$ cat src/rtl/truth_table_sweep.sv
// ============================================================================
// Module   : truth_table_sweep
// Brief    : Sweeps all 2^NUM_IN input vectors into a 7-input function and
//            returns its truth table and onset weight over valid/ready.
//            Define TTS_SELFDUAL_EN to add the registered self-duality flag.
// Revision : 1.0 - initial release
// ============================================================================
`default_nettype none

module truth_table_sweep #(
    parameter int NUM_IN = 7,
    parameter int SETTLE = 1
) (
    input  logic         clk,
    input  logic         rst,
    input  logic         start,
    output logic         busy,
    output logic         x0,
    output logic         x1,
    output logic         x2,
    output logic         x3,
    output logic         x4,
    output logic         x5,
    output logic         x6,
    input  logic         f,
    output logic [127:0] tt,
    output logic [7:0]   weight,
    output logic         self_dual,
    output logic         tt_valid,
    input  logic         tt_ready
);

    typedef enum logic [1:0] {
        IDLE   = 2'd0,
        DRIVE  = 2'd1,
        SAMPLE = 2'd2,
        HOLD   = 2'd3
    } state_t;

    localparam logic [6:0] LAST_V      = 7'((1 << NUM_IN) - 1);
    localparam logic [3:0] SETTLE_LAST = 4'(SETTLE - 1);
    // With no settle time each vector is sampled in the cycle it is presented.
    localparam state_t     FIRST_ST    = (SETTLE == 0) ? SAMPLE : DRIVE;

    state_t       r_state, w_state;
    logic [6:0]   r_v, w_v;
    logic [3:0]   r_settle, w_settle;
    logic [127:0] r_tt, w_tt;
    logic [7:0]   r_weight, w_weight;
    logic         r_busy, w_busy;
    logic         r_valid, w_valid;

`ifdef TTS_SELFDUAL_EN
    localparam int TT_LEN = 1 << NUM_IN;
    logic r_sd, w_sd;
`endif

    always_ff @(posedge clk or posedge rst) begin
        if (rst) begin
            r_state  <= IDLE;
            r_v      <= 7'd0;
            r_settle <= 4'd0;
            r_tt     <= 128'd0;
            r_weight <= 8'd0;
            r_busy   <= 1'b0;
            r_valid  <= 1'b0;
`ifdef TTS_SELFDUAL_EN
            r_sd     <= 1'b0;
`endif
        end else begin
            r_state  <= w_state;
            r_v      <= w_v;
            r_settle <= w_settle;
            r_tt     <= w_tt;
            r_weight <= w_weight;
            r_busy   <= w_busy;
            r_valid  <= w_valid;
`ifdef TTS_SELFDUAL_EN
            r_sd     <= w_sd;
`endif
        end
    end

    always_comb begin
        w_state  = r_state;
        w_v      = r_v;
        w_settle = r_settle;
        w_tt     = r_tt;
        w_weight = r_weight;
        w_busy   = r_busy;
        w_valid  = r_valid;
`ifdef TTS_SELFDUAL_EN
        w_sd     = r_sd;
`endif
        case (r_state)
            IDLE: begin
                if (start) begin
                    w_state  = FIRST_ST;
                    w_v      = 7'd0;
                    w_settle = 4'd0;
                    w_tt     = 128'd0;
                    w_weight = 8'd0;
                    w_busy   = 1'b1;
`ifdef TTS_SELFDUAL_EN
                    w_sd     = 1'b0;
`endif
                end
            end
            DRIVE: begin
                if (r_settle == SETTLE_LAST) begin
                    w_state = SAMPLE;
                end else begin
                    w_settle = r_settle + 4'd1;
                end
            end
            SAMPLE: begin
                w_tt[r_v] = f;
                w_weight  = r_weight + {7'd0, f};
                if (r_v == LAST_V) begin
                    // x outputs return to 0 by clearing the vector counter.
                    w_state = HOLD;
                    w_v     = 7'd0;
                    w_valid = 1'b1;
`ifdef TTS_SELFDUAL_EN
                    w_sd = 1'b1;
                    for (int i = 0; i < TT_LEN; i++) begin
                        if (w_tt[i] == w_tt[TT_LEN - 1 - i]) begin
                            w_sd = 1'b0;
                        end
                    end
`endif
                end else begin
                    w_state  = FIRST_ST;
                    w_v      = r_v + 7'd1;
                    w_settle = 4'd0;
                end
            end
            HOLD: begin
                if (tt_ready) begin
                    w_state = IDLE;
                    w_valid = 1'b0;
                    w_busy  = 1'b0;
                end
            end
            default: begin
                w_state = IDLE;
            end
        endcase
    end

    assign {x6, x5, x4, x3, x2, x1, x0} = r_v;
    assign tt       = r_tt;
    assign weight   = r_weight;
    assign busy     = r_busy;
    assign tt_valid = r_valid;

`ifdef TTS_SELFDUAL_EN
    assign self_dual = r_sd;
`else
    assign self_dual = 1'b0;
`endif

endmodule

`default_nettype wire

$ cat config.mk
export PLATFORM = sky130hd
export DESIGN_NAME = truth_table_sweep
export DESIGN_NICKNAME = d
export VERILOG_FILES = /design/src/rtl/truth_table_sweep.sv
export SDC_FILE = /design/constraint.sdc
export NUM_CORES = 1
export LEC_CHECK = 0
export CAP_MARGIN = 20
export CORE_MARGIN = 2
export CORE_UTILIZATION = 53
export DETAILED_ROUTE_END_ITERATION = 10
export PLACE_DENSITY = 0.77
export SLEW_MARGIN = 20
export SYNTH_ARGS = -nofsm -noshare
export SYNTH_HDL_FRONTEND = slang
export SYNTH_SLANG_ARGS = --single-unit
$ cat constraint.sdc
create_clock -name clk -period 6.5 [get_ports clk]
set_clock_uncertainty 0.15 [all_clocks]
set_input_delay 1.625 -clock clk [delete_from_list [all_inputs] [get_ports clk]]
set_output_delay 1.625 -clock clk [all_outputs]
set_load 0.1 [all_outputs]
# --- Word level (Yosys, flattened, before mapping) ---
# Index checks and enable logic that the tools add are counted.
word_totals:
  register_bits: 151
  output_inout_bits: 146
  elab_cells: 58
classes:
  n_addsub: 3
  n_lt_le_gt_ge: 2
  eq_ne: 10
  n_mux: 24
  n_reduce_logical: 12
op_table:
  columns: ["op", "count"]
  rows:
  - ["$pmux 128 s2", 1]
  - ["$bwmux 128", 1]
  - ["$mux 128", 1]
  - ["$pmux 8 s2", 1]
  - ["$mux 7", 2]
  - ["$pmux 7 s2", 1]
  - ["$mux 4", 3]
  - ["$ne 2x2->1 const B", 6]
  - ["$pmux 4 s3", 1]
  - ["$reduce_and 3->1", 3]
  - ["$add 8x1->8", 1]
  - ["$lt 7x8->1 const B", 1]
  - ["$mux 2", 4]
  - ["$mux 8", 1]
  - ["$pmux 2 s4", 1]
  - ["$add 7x1->7 const B", 1]
  - ["$demux 1 s7", 1]
  - ["$eq 7x7->1 const B", 1]
  - ["$ge 7x1->1 const B", 1]
  - ["$reduce_bool 2->1", 3]
  - ["$add 4x1->4 const B", 1]
  - ["$eq 2x2->1 const B", 2]
  - ["$logic_not 4->1", 1]
  - ["$mux 1", 4]
  - ["other kinds (7)", 8]

# --- Depth between registers and ports, before layout ---
# Gate-level depths: netlist (run 1).
logic_depth:
  ltp_word: 6
  depth_mapped: 7
  mapped_depth_nobuf: 5

# --- Worst setup path after synthesis (run 1) ---
# OpenSTA, ideal clock, no wires.
synth_timing:
  path_kind: "in2reg"
  start: "input port start"
  end: "register r_v[3]"
  setup_ns: 0.138
  arrival_time_ns: 2.767
  required_ns: 6.212
  slack_ns: 3.445
  path_stages: 6
  path_buffers: 3
  path_cell_list: "or3b_2 clkbuf_1 clkbuf_1 buf_2 o31ai_1 a21oi_1"
synth_via:
  elab_chain_cells: 2
synth_lines:
  columns: ["element", "line", "source"]
  rows:
  - ["start, declared", "16", "input logic start,"]
  - ["$ne 2x2->1 (no source line)", null, null]
  - ["$reduce_and 2->1 (no source line)", null, null]
  - ["end signal, assigned", "72", "r_v <= w_v;"]
  - ["end, declared", "46", "logic [6:0] r_v, w_v;"]
# Every way passes these cells.
# A chain may end at the register's enable or synchronous reset.

# --- Worst setup path after layout (run 1) ---
layout_timing:
  start: "register r_v[2]"
  end: "output port x2"
layout_rtl:
  columns: ["element", "line", "source"]
  rows:
  - ["end, declared", "20", "output logic x2,"]
# No word-level cell between the ends.

==> impl_metrics.tcl, run 1 <==
set metrics [dict create \
    p_leak_nw 4.170 \
    powerDensity_nw_per_um2 288.5 \
    drtIter0Drc 879 \
    max_freq_mhz 246.6 \
    cts_buffer_depth 2 \
    grt_first_pass_wirelength_mm 36.18 \
    syn-instance-count 721 \
    clockRootBuffer "clkbuf_16" \
    core-area_um2 14480 \
    clk_latency_ns 0.42 \
    routedWlPerCell_um 22.89 \
    drt.antenna.violating_nets 0 \
    antenna_found_initial 0 \
    fp.dieH_um 125.7 \
    grt-ovfl-total 0 \
    status "complete, no violations" \
    dieArea_um2 15790 \
    busiest_layer "met2" \
    worstPathBufferInverterCount 1 \
    holdBufCountCts 0 \
    vias 6839 \
    slowest_delay_ns 1.23 \
    cp_max_fo 15 \
    rsz0062_at_grt "no" \
    first_pass_iters 7 \
    grt_pass1_vias 6559 \
    fp-row-count 44 \
    ys_seq_area_share_pct 48.16 \
    gr-usage-met3_pct 6.117 \
    cp-end-kind "output pin" \
    ys_ff_latch 151 \
    synth.avg_cell_area_um2 10.88 \
    synth_top_family_by_area "compound AO/OA/AOI/OAI gates" \
    slew_violations 0 \
    synth_top_cell_by_area "dfrtp_1" \
    period_share_pct 62.40 \
    cp.required_ns 4.72 \
    finalWeightedCongestion 0.8476 \
    htree_levels 4 \
    via_per_inst 6.887 \
    layout_min_cycle_time_ns 4.056 \
    ys_types 52 \
    netlist.area_leader.share_pct 48.16 \
    dpl.hpwl_mm 13.38 \
    cap_violations 0 \
    worst_pin_slew_ns 1.171 \
    cts_tree "yes" \
    layout-drive-gt1-share_pct 15.82 \
    grtUsageTotal_pct 28.62 \
    initial_utilization_pct 54.19 \
    cp-start-kind "register" \
    die_w_um 125.7 \
    crit_arrival_ns 2.28 \
    grt_max_degree 116 \
    synth_compound_area_share_pct 26.38 \
    yosysMostFrequentCell "dfrtp_1" \
    synth_edf_count 0 \
    area_growth_pct 25.55 \
    antennaDiodeCount 0 \
    grt_use_met1_pct 40.00 \
    synthMuxAreaShare_pct 4.082 \
    io_buffers 149 \
    met2_usage_pct 44.55 \
    synth-main-ff-cell "dfrtp_1" \
    clk_pin_slew_ns 0.06 \
    critical_path_class "reg -> out" \
    max-slew-margin-rel_pct 21.65 \
    cp_slowest_cell "clkdlybuf4s50_1" \
    ys_top_cells_by_area "dfrtp_1 48%, o311a_1 9.7%, a31o_2 7.0%, mux2i_1 4.1%, clkbuf_1 3.5%" \
    drt-total-wl_mm 22.73 \
    synthAdderAreaFrac_pct 0.7973 \
    cts_resized 0 \
    ys_top_cells_by_count "151 x dfrtp_1, 76 x o311a_1, 74 x clkbuf_1" \
    holdWs_ns 0.3609 \
    peakVddDrop_mv 0.2436 \
    io-pin-count 151 \
    drc 0 \
    async_flop_share_pct 100.0 \
    synth_area_um2 7846 \
    setup_violations 0 \
    clock_sinks 151 \
    min_path_type "reg -> reg" \
    critPathTopFamily "buffers and inverters" \
    hold_viol 0 \
    syn_nets 731 \
    synth_xor_area_share_pct 0.1116 \
    cts_setup_buffers 0 \
    num-nets-final 807 \
    setup-tns-final_ns 0 \
    ys_warn_count 0 \
    crit_chain "clkdlybuf4s50_1" \
    numCtsBuffers 17 \
    synth-simple-area-share_pct 13.70 \
]
==> path summary, 6_finish.rpt <==
kind	from	end	slack [ns]	cells after the start
max	r_v[2]	x2	2.44	1
min	tt_valid	tt_valid	0.36	2
max reg2reg	r_state[1]	tt[66]	3.56	4
min reg2reg	tt_valid	tt_valid	0.36	2
max in group asynchronous	rst	tt[62]	3.56	3
min in group asynchronous	rst	tt[2]	1.59	2
==> stage by stage <==
step	std cells	util (%)	total power [mW]	setup slack (ns)	instance area [um2]
floorplan	721	-	1.659	0.6603	7846
finish	993	68.03	2.842	2.444	9851
global route	993	68.03	2.946	2.392	9851
CTS	992	67.84	2.833	2.445	9822
detailed placement	961	63.77	1.842	2.382	9234
global placement	960	63.69	1.819	2.454	9221
==> tightest hold or removal path, delay by kind of cell (launching register included) <==
kind	cells	cell delay, ns
AO/OA/AOI/OAI	1	0.08
flip-flops	1	0.34
AND/OR/NAND/NOR	1	0.06
==> kinds of logic after synthesis <==
kind of cell,after synthesis
buffers and inverters,122
DFF,151
AOI/OAI and AO/OA,241
xor gates and xnor gates,1
muxes,32
adders and majority gates,5
and+or+nand+nor,168
other,1
==> registers in the layout, summed over array words and instances (netlist names) <==
register  cells
weight        8
tt          128
busy          1
r_settle      4
r_v           7
r_state       2
tt_valid      1
==> area by class of cell <==
type                            count  area [um2]
Clock inverter                     10       127.6
Fill cell                        1060        4628
Sequential cell                   151        3779
Inverter                            9       41.29
Timing Repair Buffer              170        1657
Clock buffer                       21       460.4
Tap cell                          184       230.2
Multi-Input combinational cell    448        3556
==> cell usage in the layout (no fill, tap or decap), drive strengths merged, types with 6 or more instances in the layout <==
cell           instances
o21ai                  7
nand2                 44
o31ai                  7
nand3                  6
nand4                 32
o311a                 76
buf                   22
nor2                  15
inv                    9
o41ai                  7
mux2i                 32
a31o                  76
a211oi                14
a41oi                 22
clkdlybuf4s50        148
dfrtp                151
nand2b                10
a21oi                 19
clkbuf                21
clkinv                 6
==> layer usage <==
metal | routed length, um | vias up
met2 | 11030 | 347
met5 | 0 | -
met4 | 365 | 0
li1 | - | 2992
met1 | 9471 | 3472
met3 | 1861 | 28
==> power breakdown <==
group	internal, mW	switching (mW)
clock network	0.617	0.378
registers	0.984	0.0869
logic	0.180	0.596
Power figures use the tool's default switching activity.
==> run 2, diff against run 1 <==
CORE_UTILIZATION = 47   (was 53)
PLACE_DENSITY = 0.72   (was 0.77)
clock period = 3.7 ns   (was 6.5 ns; I/O delays follow)
==> run 2 against run 1 <==
Hold slack better by 0.026 ns. Clock power up 78%. Power increased by 77%. Critical path type unchanged. Clock-buffer cell count is 2 lower. Critical path depth stayed put. Largest power group unchanged. Utilization decreased by 9.6 points. Via count shrank 1.4%. Sequential share of layout area rose by 0.90 points.
==> impl_metrics.tcl, run 2 (synthesized netlist as in run 1, its figures left out) <==
set metrics [dict create \
    layout-drive-gt1-share_pct 34.72 \
    grt_first_pass_wirelength_mm 36.34 \
    routedWlPerCell_um 21.97 \
    grt-ovfl-total 0 \
    critical_path_class "reg -> out" \
    setup-tns-final_ns 0 \
    cts_setup_buffers 0 \
    numCtsBuffers 17 \
    initial_utilization_pct 47.65 \
    clockRootBuffer "clkbuf_16" \
    min_path_type "reg -> reg" \
    grtUsageTotal_pct 26.14 \
    num-nets-final 815 \
    grt_use_met1_pct 35.10 \
    drtIter0Drc 508 \
    cap_violations 0 \
    cts_resized 0 \
    setup_violations 0 \
    io-pin-count 151 \
    design_area_um2 9624 \
    cp-start-kind "register" \
    max_freq_mhz 337.9 \
    mostFrequentLayoutCell "buf_4" \
    max-slew-margin-rel_pct 30.36 \
    clock_sinks 151 \
    placed_area_um2 9020 \
    largest_reg_flops 128 \
    holdWs_ns 0.3865 \
    rsz0062_at_grt "no" \
    cp_max_fo 30 \
    fin_ws_ns 0.7409 \
    dpl.hpwl_mm 14.46 \
    cts_tree "yes" \
    holdBufCountCts 0 \
    post-route-util_pct 58.45 \
    drc 0 \
    slew_violations 0 \
    grt_pass1_vias 6494 \
    antennaDiodeCount 0 \
    cp-end-kind "output pin" \
    crit_chain "buf_4" \
    via_per_inst 6.498 \
    hold_viol 0 \
    peakVddDrop_mv 0.3622 \
    htree_levels 4 \
    cp_slowest_cell "dfrtp_1" \
    fp.dieH_um 133.2 \
    cp.required_ns 2.62 \
    p_total_mw 5.019 \
    drt.antenna.violating_nets 0 \
    crit_arrival_ns 1.88 \
    die_w_um 133.2 \
    grt_max_degree 152 \
    busiest_layer "met2" \
    worstPathBufferInverterCount 1 \
    period_share_pct 79.98 \
    status "complete, no violations" \
    mostFrequentLayoutCells "171 x buf_4, 151 x dfrtp_1, 76 x o311a_1, 63 x a31o_2, 44 x nand2_1" \
    gr-usage-met3_pct 5.479 \
    clk_pin_slew_ns 0.06 \
    clk_latency_ns 0.43 \
    dieArea_um2 17740 \
    met2_usage_pct 41.57 \
    io_buffers 149 \
    first_pass_iters 5 \
    slowest_delay_ns 1.01 \
    vias 6745 \
    p_leak_nw 4.505 \
    dpl_worst_slack_ns 0.6833 \
    stdcell_count 1038 \
    fp-row-count 47 \
    finalWeightedCongestion 0.8319 \
    critPathTopFamily "flip-flops" \
    layout_min_cycle_time_ns 2.959 \
    placedCellCount 1006 \
    powerDensity_nw_per_um2 521.5 \
    worst_pin_slew_ns 1.041 \
    core-area_um2 16470 \
    drt-total-wl_mm 22.80 \
    cts_buffer_depth 2 \
    antenna_found_initial 0 \
    area_growth_pct 22.66 \
]
[run 2: cell types whose count changed in the layout (fill, tap and decap cells not counted), sizes merged]
cell,before,now
buf,22,175
clkdlybuf4s50,148,3
clkinvlp,1,4
clkbuf,21,19
clkinv,6,7
inv,9,8
[run 2: path summary, 6_finish.rpt]
kind                            startpoint  slack (ns)     endpoint  depth (start not counted)
max in group asynchronous              rst        1.87       tt[62]                          3
worst min register to register     tt[108]        0.39      tt[108]                          2
worst max-delay path                r_v[6]        0.74           x6                          1
worst max register to register      r_v[6]        1.02  r_settle[0]                          3
worst min-delay path               tt[108]        0.39      tt[108]                          2
min in group asynchronous              rst        0.92        tt[2]                          3
[run 2: power breakdown]
part	switching (mW)	internal (mW)	total (mW)
registers	0.120	1.73	1.85
logic	1.08	0.324	1.40
clock network	0.697	1.07	1.77
[run 2: cell type report]
class                           count  area [um2]
Tap cell                          220       275.3
Fill cell                        1403        6842
Clock buffer                       19       442.9
Inverter                            9       37.54
Timing Repair Buffer              178        1379
Multi-Input combinational cell    448        3556
Clock inverter                     13       155.1
Sequential cell                   151        3779
[run 2: routing by layer]
| layer | share of wire [%] | wire, um | vias up |
|---|---|---|---|
| met5 | 0 | 0 | - |
| met4 | 2.4 | 546 | 0 |
| met3 | 6.9 | 1573 | 50 |
| met2 | 48 | 10920 | 276 |
| met1 | 43 | 9763 | 3407 |
| li1 | - | - | 3012 |
==> run 3, diff against run 2 <==
CORE_UTILIZATION = 53   (was 47)
PLACE_DENSITY = 0.77   (was 0.72)
clock period = 3 ns   (was 3.7 ns; I/O delays follow)
==> run 3 against run 2 <==
Power up 19%. Highest routed layer unchanged. Routed wire length is 1.4% higher. Sequential cell count stayed put. Non-clock buffer count grew 9. Largest cell class unchanged. First-iteration DRC count up 63%. Sequential power increased by 22%. Via count grew 1.9%.
==> impl_metrics.tcl, run 3 (synthesized netlist as in run 1, its figures left out) <==
set metrics [dict create \
    cts_tree "yes" \
    layout_min_cycle_time_ns 2.650 \
    cts_setup_buffers 0 \
    core-area_um2 14480 \
    initial_utilization_pct 54.19 \
    cap_violations 0 \
    clockRootBuffer "clkbuf_16" \
    setup-tns-final_ns 0 \
    critical_path_class "reg -> out" \
    slew_violations 0 \
    wl_met2_mm 11.24 \
    holdBufCountCts 0 \
    max_freq_mhz 377.3 \
    rsz0062_at_grt "no" \
    io_buffers 149 \
    first_pass_iters 5 \
    clk_latency_ns 0.42 \
    num-nets-final 824 \
    drc 0 \
    crit_chain "buf_4 > buf_12" \
    finalWeightedCongestion 0.8411 \
    crit_arrival_ns 1.75 \
    via_per_inst 6.808 \
    fp-row-count 44 \
    grt_max_degree 78 \
    routedWlPerCell_um 22.90 \
    cts_resized 0 \
    dpl.hpwl_mm 14.68 \
    status "complete, no violations" \
    cp.required_ns 2.10 \
    cts_buffer_depth 2 \
    p_leak_nw 4.537 \
    fp.dieH_um 125.7 \
    largest_reg_flops 128 \
    period_share_pct 88.34 \
    cp_max_fo 21 \
    worst_pin_slew_ns 1.087 \
    htree_levels 4 \
    vias 6876 \
    antenna_found_initial 0 \
    cp-end-kind "output pin" \
    antennaDiodeCount 0 \
    grt_first_pass_wirelength_mm 37.09 \
    setup_violations 0 \
    clk_pin_slew_ns 0.06 \
    min_path_type "reg -> reg" \
    drtIter0Drc 828 \
    cp-start-kind "register" \
    grt_pass1_vias 6743 \
    numCtsBuffers 17 \
    slowest_delay_ns 0.77 \
    drt.antenna.violating_nets 0 \
    n_fill_cell 1114 \
    peakVddDrop_mv 0.4940 \
    max-slew-margin-rel_pct 27.25 \
    powerDensity_nw_per_um2 622.3 \
    area_growth_pct 22.82 \
    mostFrequentLayoutCell "buf_4" \
    post-route-util_pct 66.56 \
    io-pin-count 151 \
    hold_viol 0 \
    clock_sinks 151 \
    drt-total-wl_mm 23.13 \
    route.met3.wl_mm 1.869 \
    mostFrequentLayoutCells "175 x buf_4, 151 x dfrtp_1, 76 x o311a_1, 63 x a31o_2, 44 x nand2_1" \
    top_layer_used "met4" \
    wl_met1_mm 9.745 \
    cp_slowest_cell "dfrtp_1" \
    dieArea_um2 15790 \
    grtUsageTotal_pct 29.33 \
    grt-ovfl-total 0 \
    die_w_um 125.7 \
    layout-drive-gt1-share_pct 34.62 \
]
[run 3: cell count changes in the layout (fill, tap and decap cells not counted)]
cell / previous run / this run
clkinvlp_4: 4 / 1
buf_4: 171 / 175
clkinv_2: 5 / 3
clkbuf_8: 1 / 5
nor4_1: 4 / 5
clkinv_4: 2 / 0
nor4_2: 1 / 0
buf_12: 3 / 8
clkbuf_1: 1 / 6
bufinv_16: 3 / 0
[run 3: metal layers]
metal | vias up | GRT usage (%)
li1 | 3023 | -
met1 | 3481 | 41.08
met2 | 342 | 45.53
met3 | 30 | 7.944
met4 | 0 | 8.039
met5 | - | 0
[run 3: final timing paths]
kind | cells past startpoint | end | startpoint | slack, ns
min in group asynchronous | 2 | tt[1] | rst | 0.52
max in group asynchronous | 3 | tt[87] | rst | 1.53
setup / recovery | 2 | x5 | r_v[5] | 0.35
hold / removal | 2 | tt_valid | tt_valid | 0.38
hold reg to reg | 2 | tt_valid | tt_valid | 0.38
setup reg to reg | 3 | tt[56] | r_v[2] | 0.45
[run 3: metrics by stage]
stage / hold WS, ns / setup WS, ns / instance area (um2) / total power [mW] / std cells
4_1_cts: 0.3766 / 0.3746 / 9637 / 5.988 / 1010
6_report: 0.3757 / 0.3497 / 9637 / 5.997 / 1010
2_1_floorplan: 0.3485 / 0.1970 / 7850 / 3.596 / 721
3_3_place_gp: 0.3665 / 0.2114 / 9105 / 3.998 / 979
5_1_grt: 0.4179 / 0.2351 / 9637 / 6.225 / 1010
3_5_place_dp: 0.3536 / 0.04103 / 9105 / 4.047 / 979
[run 3: layout make-up]
cell class	count	area (um2)	share of cell area [%]
tap	184	230.2	2.389
sequential	151	3779	39.21
multi-input combinational	448	3550	36.83
timing repair buffer	187	1509	15.66
clock inverter	3	15.01	0.1558
inverter	9	37.54	0.3895
clock buffer	28	516.7	5.362
[run 3: report_power, final]
part	switching [mW]	internal [mW]	leakage [nW]
Sequential	0.126	2.13	2.09
Combinational	1.36	0.423	2.18
Clock	0.792	1.16	0.264
[run 3: critical path: cells and delay by family, from the launching register on]
kind | cells | cell delay (ns)
buffers and inverters | 2 | 0.55
flip-flops | 1 | 0.77
